### src/rtl/mem_arbiter.sv
// Arbitrates one single-ported memory between instruction fetch and data load/store.
// Define MEMARB_ROUNDROBIN_EN for round-robin arbitration; the default is fixed data-over-fetch priority.
module mem_arbiter #(
  parameter int WORDSIZE = 64,
  parameter int INSTSIZE = 32,
  parameter int TIMEOUT  = 15,
  parameter int TOSIZE   = 4
) (
  input  logic                clk,
  input  logic                rst,
  input  logic                if_req,
  input  logic [WORDSIZE-1:0] if_addr,
  output logic                if_ready,
  output logic [INSTSIZE-1:0] if_data,
  output logic                if_stall,
  input  logic                dm_read,
  input  logic                dm_write,
  input  logic [WORDSIZE-1:0] dm_addr,
  input  logic [WORDSIZE-1:0] dm_wdata,
  output logic                dm_ready,
  output logic [WORDSIZE-1:0] dm_rdata,
  output logic                dm_stall,
  output logic                mem_req,
  output logic                mem_we,
  output logic [WORDSIZE-1:0] mem_addr,
  output logic [WORDSIZE-1:0] mem_wdata,
  input  logic [WORDSIZE-1:0] mem_rdata,
  input  logic                mem_ack,
  output logic                err
);

  localparam logic [1:0] S_IDLE    = 2'd0;
  localparam logic [1:0] S_BUSY_IF = 2'd1;
  localparam logic [1:0] S_BUSY_DM = 2'd2;

  logic [1:0]          state_q, state_d;
  logic [TOSIZE-1:0]   cnt_q, cnt_d;
  logic                mem_req_q, mem_req_d;
  logic                mem_we_q, mem_we_d;
  logic [WORDSIZE-1:0] mem_addr_q, mem_addr_d;
  logic [WORDSIZE-1:0] mem_wdata_q, mem_wdata_d;
  logic                if_ready_q, if_ready_d;
  logic                dm_ready_q, dm_ready_d;
  logic [INSTSIZE-1:0] if_data_q, if_data_d;
  logic [WORDSIZE-1:0] dm_rdata_q, dm_rdata_d;
  logic                err_q, err_d;
  logic                dm_pend, grant_dm;

`ifdef MEMARB_ROUNDROBIN_EN
  // ptr_q = 1 means data wins the next contended grant
  logic ptr_q, ptr_d;
`endif

  assign dm_pend = dm_read | dm_write;

`ifdef MEMARB_ROUNDROBIN_EN
  assign grant_dm = dm_pend & (~if_req | ptr_q);
`else
  // Data first: MEM holds the older instruction, so fetch-first could deadlock.
  assign grant_dm = dm_pend;
`endif

  always_comb begin
    state_d     = state_q;
    cnt_d       = cnt_q;
    mem_req_d   = mem_req_q;
    mem_we_d    = mem_we_q;
    mem_addr_d  = mem_addr_q;
    mem_wdata_d = mem_wdata_q;
    if_ready_d  = 1'b0;
    dm_ready_d  = 1'b0;
    if_data_d   = if_data_q;
    dm_rdata_d  = dm_rdata_q;
    err_d       = err_q;
`ifdef MEMARB_ROUNDROBIN_EN
    ptr_d       = ptr_q;
`endif
    case (state_q)
      S_IDLE: begin
        if (if_req || dm_pend) begin
          mem_req_d = 1'b1;
          cnt_d     = '0;
`ifdef MEMARB_ROUNDROBIN_EN
          ptr_d     = ~grant_dm;
`endif
          if (grant_dm) begin
            state_d     = S_BUSY_DM;
            mem_addr_d  = dm_addr;
            mem_wdata_d = dm_wdata;
            mem_we_d    = dm_write;
          end else begin
            state_d    = S_BUSY_IF;
            mem_addr_d = if_addr;
            mem_we_d   = 1'b0;
          end
        end
      end
      S_BUSY_IF, S_BUSY_DM: begin
        if (mem_ack) begin
          if (state_q == S_BUSY_IF) begin
            if_data_d  = mem_rdata[INSTSIZE-1:0];
            if_ready_d = 1'b1;
          end else begin
            if (!mem_we_q) dm_rdata_d = mem_rdata;
            dm_ready_d = 1'b1;
          end
          mem_req_d = 1'b0;
          mem_we_d  = 1'b0;
          state_d   = S_IDLE;
        end else if (cnt_q == TOSIZE'(TIMEOUT - 1)) begin
          // Abort without a ready pulse; the requester stays stalled and re-arbitrates.
          err_d     = 1'b1;
          mem_req_d = 1'b0;
          mem_we_d  = 1'b0;
          state_d   = S_IDLE;
        end else begin
          cnt_d = cnt_q + TOSIZE'(1);
        end
      end
      default: begin
        state_d   = S_IDLE;
        mem_req_d = 1'b0;
        mem_we_d  = 1'b0;
      end
    endcase
  end

  always_ff @(posedge clk or posedge rst) begin
    if (rst) begin
      state_q     <= S_IDLE;
      cnt_q       <= '0;
      mem_req_q   <= 1'b0;
      mem_we_q    <= 1'b0;
      mem_addr_q  <= '0;
      mem_wdata_q <= '0;
      if_ready_q  <= 1'b0;
      dm_ready_q  <= 1'b0;
      if_data_q   <= '0;
      dm_rdata_q  <= '0;
      err_q       <= 1'b0;
`ifdef MEMARB_ROUNDROBIN_EN
      ptr_q       <= 1'b1;
`endif
    end else begin
      state_q     <= state_d;
      cnt_q       <= cnt_d;
      mem_req_q   <= mem_req_d;
      mem_we_q    <= mem_we_d;
      mem_addr_q  <= mem_addr_d;
      mem_wdata_q <= mem_wdata_d;
      if_ready_q  <= if_ready_d;
      dm_ready_q  <= dm_ready_d;
      if_data_q   <= if_data_d;
      dm_rdata_q  <= dm_rdata_d;
      err_q       <= err_d;
`ifdef MEMARB_ROUNDROBIN_EN
      ptr_q       <= ptr_d;
`endif
    end
  end

  assign mem_req   = mem_req_q;
  assign mem_we    = mem_we_q;
  assign mem_addr  = mem_addr_q;
  assign mem_wdata = mem_wdata_q;
  assign if_ready  = if_ready_q;
  assign dm_ready  = dm_ready_q;
  assign if_data   = if_data_q;
  assign dm_rdata  = dm_rdata_q;
  assign err       = err_q;
  assign if_stall  = if_req & ~if_ready_q;
  assign dm_stall  = dm_pend & ~dm_ready_q;

endmodule

### config.mk
export PLATFORM = sky130hd
export DESIGN_NAME = mem_arbiter
export DESIGN_NICKNAME = d
export VERILOG_FILES = /design/src/rtl/mem_arbiter.sv
export SDC_FILE = /design/constraint.sdc
export NUM_CORES = 1
export LEC_CHECK = 0
export CAP_MARGIN = 20
export CORE_AREA = 10 10 181 183
export DETAILED_ROUTE_END_ITERATION = 16
export DIE_AREA = 0 0 191 193
export DONT_BUFFER_PORTS = 1
export GPL_ROUTABILITY_DRIVEN = 0
export PLACE_DENSITY = 0.53
export SLEW_MARGIN = 20
export SYNTH_ARGS = -nofsm -noshare
export SYNTH_HDL_FRONTEND = slang
export SYNTH_SLANG_ARGS = --single-unit
### constraint.sdc
create_clock -name clk -period 16.6 [get_ports clk]
set_input_delay 2.49 -clock clk [delete_from_list [all_inputs] [get_ports clk]]
set_output_delay 2.49 -clock clk [all_outputs]
set_load 0.02 [all_outputs]
==> summary.md <==
| Metric | Value |
|---|---|
| EDFF count, synth | `0` |
| R2R Path End | `dm_rdata[43]$_DFFE_PP0P_` |
| Least-Margin Pin Slew | `1.04 ns` |
| Delay-heaviest family, CP | `buffers and inverters` |
| M1 wire length | `9120 µm` |
| YS warnings | `0` |
| CTS Buf Count | `25` |
| CP cell instances | `nor2_4, buf_4, nor2_1` |
| Hold path startpoint | `cnt_q[0]$_DFFE_PP0P_` |
| First-pass GRT wire length | `39600 µm` |
| Fillers | `2802` |
| Total core area | `0.0292 mm²` |
| Most used DFF post-synth | `dfrtp_1` |
| Initial antenna violation count | `2` |
| Crit Path Category | `primary input to output pin` |
| # clock sinks | `235` |
| Final Setup Violations | `0` |
| Setup TNS Final | `0 ns` |
| Nets@finish | `949` |
| Wire per inst | `25.7 µm` |
| Arrival time worst endpoint | `3.69 ns` |
| Final WL | `28100 µm` |
| Hold_buf cts | `0` |
| # Post-CTS Setup Buffers | `0` |
| Drt drc | `0` |
| Leak Pwr | `4.55 nW` |
| Worst hold margin | `0.556 ns` |
| Die area | `0.0369 mm²` |
| Met3 WL | `3570 µm` |
| GRT Total Usage | `13.9%` |
| Final ANT Viol Nets | `0` |
| Clk_lat worst skew | `0.51 ns` |
| Worst Hold End | `cnt_q[0]$_DFFE_PP0P_` |
| DP Wirelength | `22000 µm` |
| CTS tree | `done` |
| CP Launch Type | `primary input` |
| Buf+Inv Stages, Crit Path | `1` |
| I/O Pins | `493` |
| Crit. End Element | `output pin` |
| Status | `complete, no violations` |
| Mean Syn Cell Area | `13.8 µm²` |
| Die height | `193 µm` |
| Crit path max fanout | `66` |
| Worst stage delay on the critical path | `0.77 ns` |
| WP data required | `14.11 ns` |
| Reg2reg path depth | `6` |
| Number of global-route vias before repair | `5865` |
| GRT overflow | `0` |
| Clock skew | `0.00954 ns` |
| VDD IR max | `0.113 mV` |
| # port buffers | `0` |
| Clock buffer depth | `3` |
| Worst relative slew slack | `30.8%` |
| Final Hold Fails | `0` |
| Top Metal Used | `met4` |
| Finished Cell Area | `0.0107 mm²` |
| Tcrit/Tclk final | `37.2%` |
| # resized after CTS | `0` |
| Max Slew Vio Count | `0` |
| Htree depth | `1` |
| Post-Syn Instances | `690` |
| Hold Crit Class | `register to register` |
| Synthesized flop and latch total | `235` |
| R2r startpoint | `state_q[0]$_DFFE_PP0P_` |
| Met2 wire len | `14900 µm` |
| RSZ-0062 raised after global routing | `no` |
| Starting DRT DRC Count | `214` |
| Area of placed instances | `0.00986 mm²` |
| Hold depth | `1` |
| Slowest-stage cell, CP | `buf_4` |
| P per Cell Area | `242 mW/mm²` |
| Clock Pin Slew Worst Setup and Hold Paths | `0.05 ns` |
| Row count | `63` |
| Area grow syn2layout | `12.2%` |
| Max Freq | `162 MHz` |
| Final Power | `2.59 mW` |
| Share of cells above drive strength 1 | `29.9%` |
| Sequential share of the synthesized area | `61.7%` |
| Post-Syn Nets | `957` |
| Largest net degree at the start of global routing | `129` |
| Initial Utilization | `32.6%` |
| Root buffer cell | `clkbuf_16` |
| Mapped Area | `0.00953 mm²` |
| Max-cap check violation count | `0` |
| Cell variety after synth | `36` |
| Die X | `191 µm` |
| Vias per cell | `4.94` |
| Minimum clock period | `6.18 ns` |
| Reg2reg setup slack | `14.07 ns` |
| Async S/R FF share, synth | `100%` |
| DR vias | `5385` |
| Drt pass-1 iters | `4` |
-- kinds of logic after synthesis --
logic type | Yosys count | share of synthesized area, %
AOI/OAI and AO/OA | 85 | 4.88
adders and majority gates | 5 | 0.656
buffers and inverters | 50 | 2.93
DFF | 235 | 61.7
muxes | 224 | 25.6
and+or+nand+nor | 91 | 4.20
-- final cells by class --
class | count | area (µm²) | area share, %
diodes | 2 | 5.00 | 0.0468
clock buffers | 37 | 731 | 6.84
clock inverters | 7 | 92.6 | 0.866
inverters | 8 | 37.5 | 0.351
multi-input cells | 405 | 3400 | 31.8
flip-flops and latches | 235 | 5880 | 55.0
well taps | 390 | 488 | 4.56
repair buffers | 7 | 52.6 | 0.492
-- per-layer routing --
| layer | track usage [%] | vias up |
|---|---|---|
| li1 | - | 2402 |
| met1 | 14.2 | 2659 |
| met2 | 24.5 | 288 |
| met3 | 6.87 | 36 |
| met4 | 3.82 | 0 |
| met5 | 0 | - |
-- report_power, final --
| part | internal (mW) | switching, mW |
|---|---|---|
| Clock | 0.335 | 0.217 |
| Sequential | 0.862 | 0.602 |
| Combinational | 0.299 | 0.274 |
-- flip-flops by register name (all words and copies together) (netlist names) --
register and count:
if_ready 1, mem_wdata 64, dm_ready 1, cnt_q 4, err 1, mem_req 1
if_data 32, mem_we 1, mem_addr 64, dm_rdata 64, state_q 2
-- worst max-delay path by stage --
stage,startpoint,to,depth (start not counted)
after floorplan,rst,cnt_q[0]$_DFFE_PP0P_,1
after global placement,dm_write,dm_stall,3
after detailed placement,dm_write,dm_stall,3
after CTS,dm_write,dm_stall,3
after global routing,dm_write,dm_stall,3
final,dm_write,dm_stall,3
-- Yosys cell counts, types with 2 or more instances --
cell type  instances  area, µm²
a21oi_1            5       25.0
a31o_2             2       17.5
a41oi_1            2       17.5
and3_1             3       18.8
buf_2             21        105
buf_4              5       37.5
buf_6              6       67.6
clkbuf_1           8       30.0
dfrtp_1          235       5880
ha_1               5       62.6
inv_1              8       30.0
mux2_1             5       56.3
mux2_2           155       1750
mux2i_1           64        641
nand2_1           67        251
nand2b_1           2       12.5
nand3_1            5       25.0
nor2_1             5       18.8
nor2b_1            3       18.8
o211ai_1           2       15.0
o21ai_0           67        335
-- cells in the final DEF, fill, tap and decap left out, types with 6 or more instances in the layout --
master     count
dfrtp_1      235
mux2_2       155
nand2_1       67
o21ai_0       66
mux2i_1       64
clkbuf_16     25
inv_1          7
buf_4          7
clkbuf_8       6
clkbuf_1       6
-- per-stage QoR --
step	cells	utilization, %	setup WS [ns]
6_report	1091	36.6	10.42
5_1_grt	1091	36.6	10.33
4_1_cts	1089	36.5	10.44
3_5_place_dp	1045	33.7	10.44
3_3_place_gp	1045	33.7	10.47
2_1_floorplan	690	-	7.66
No activity file was read; power rests on OpenSTA's default activity.
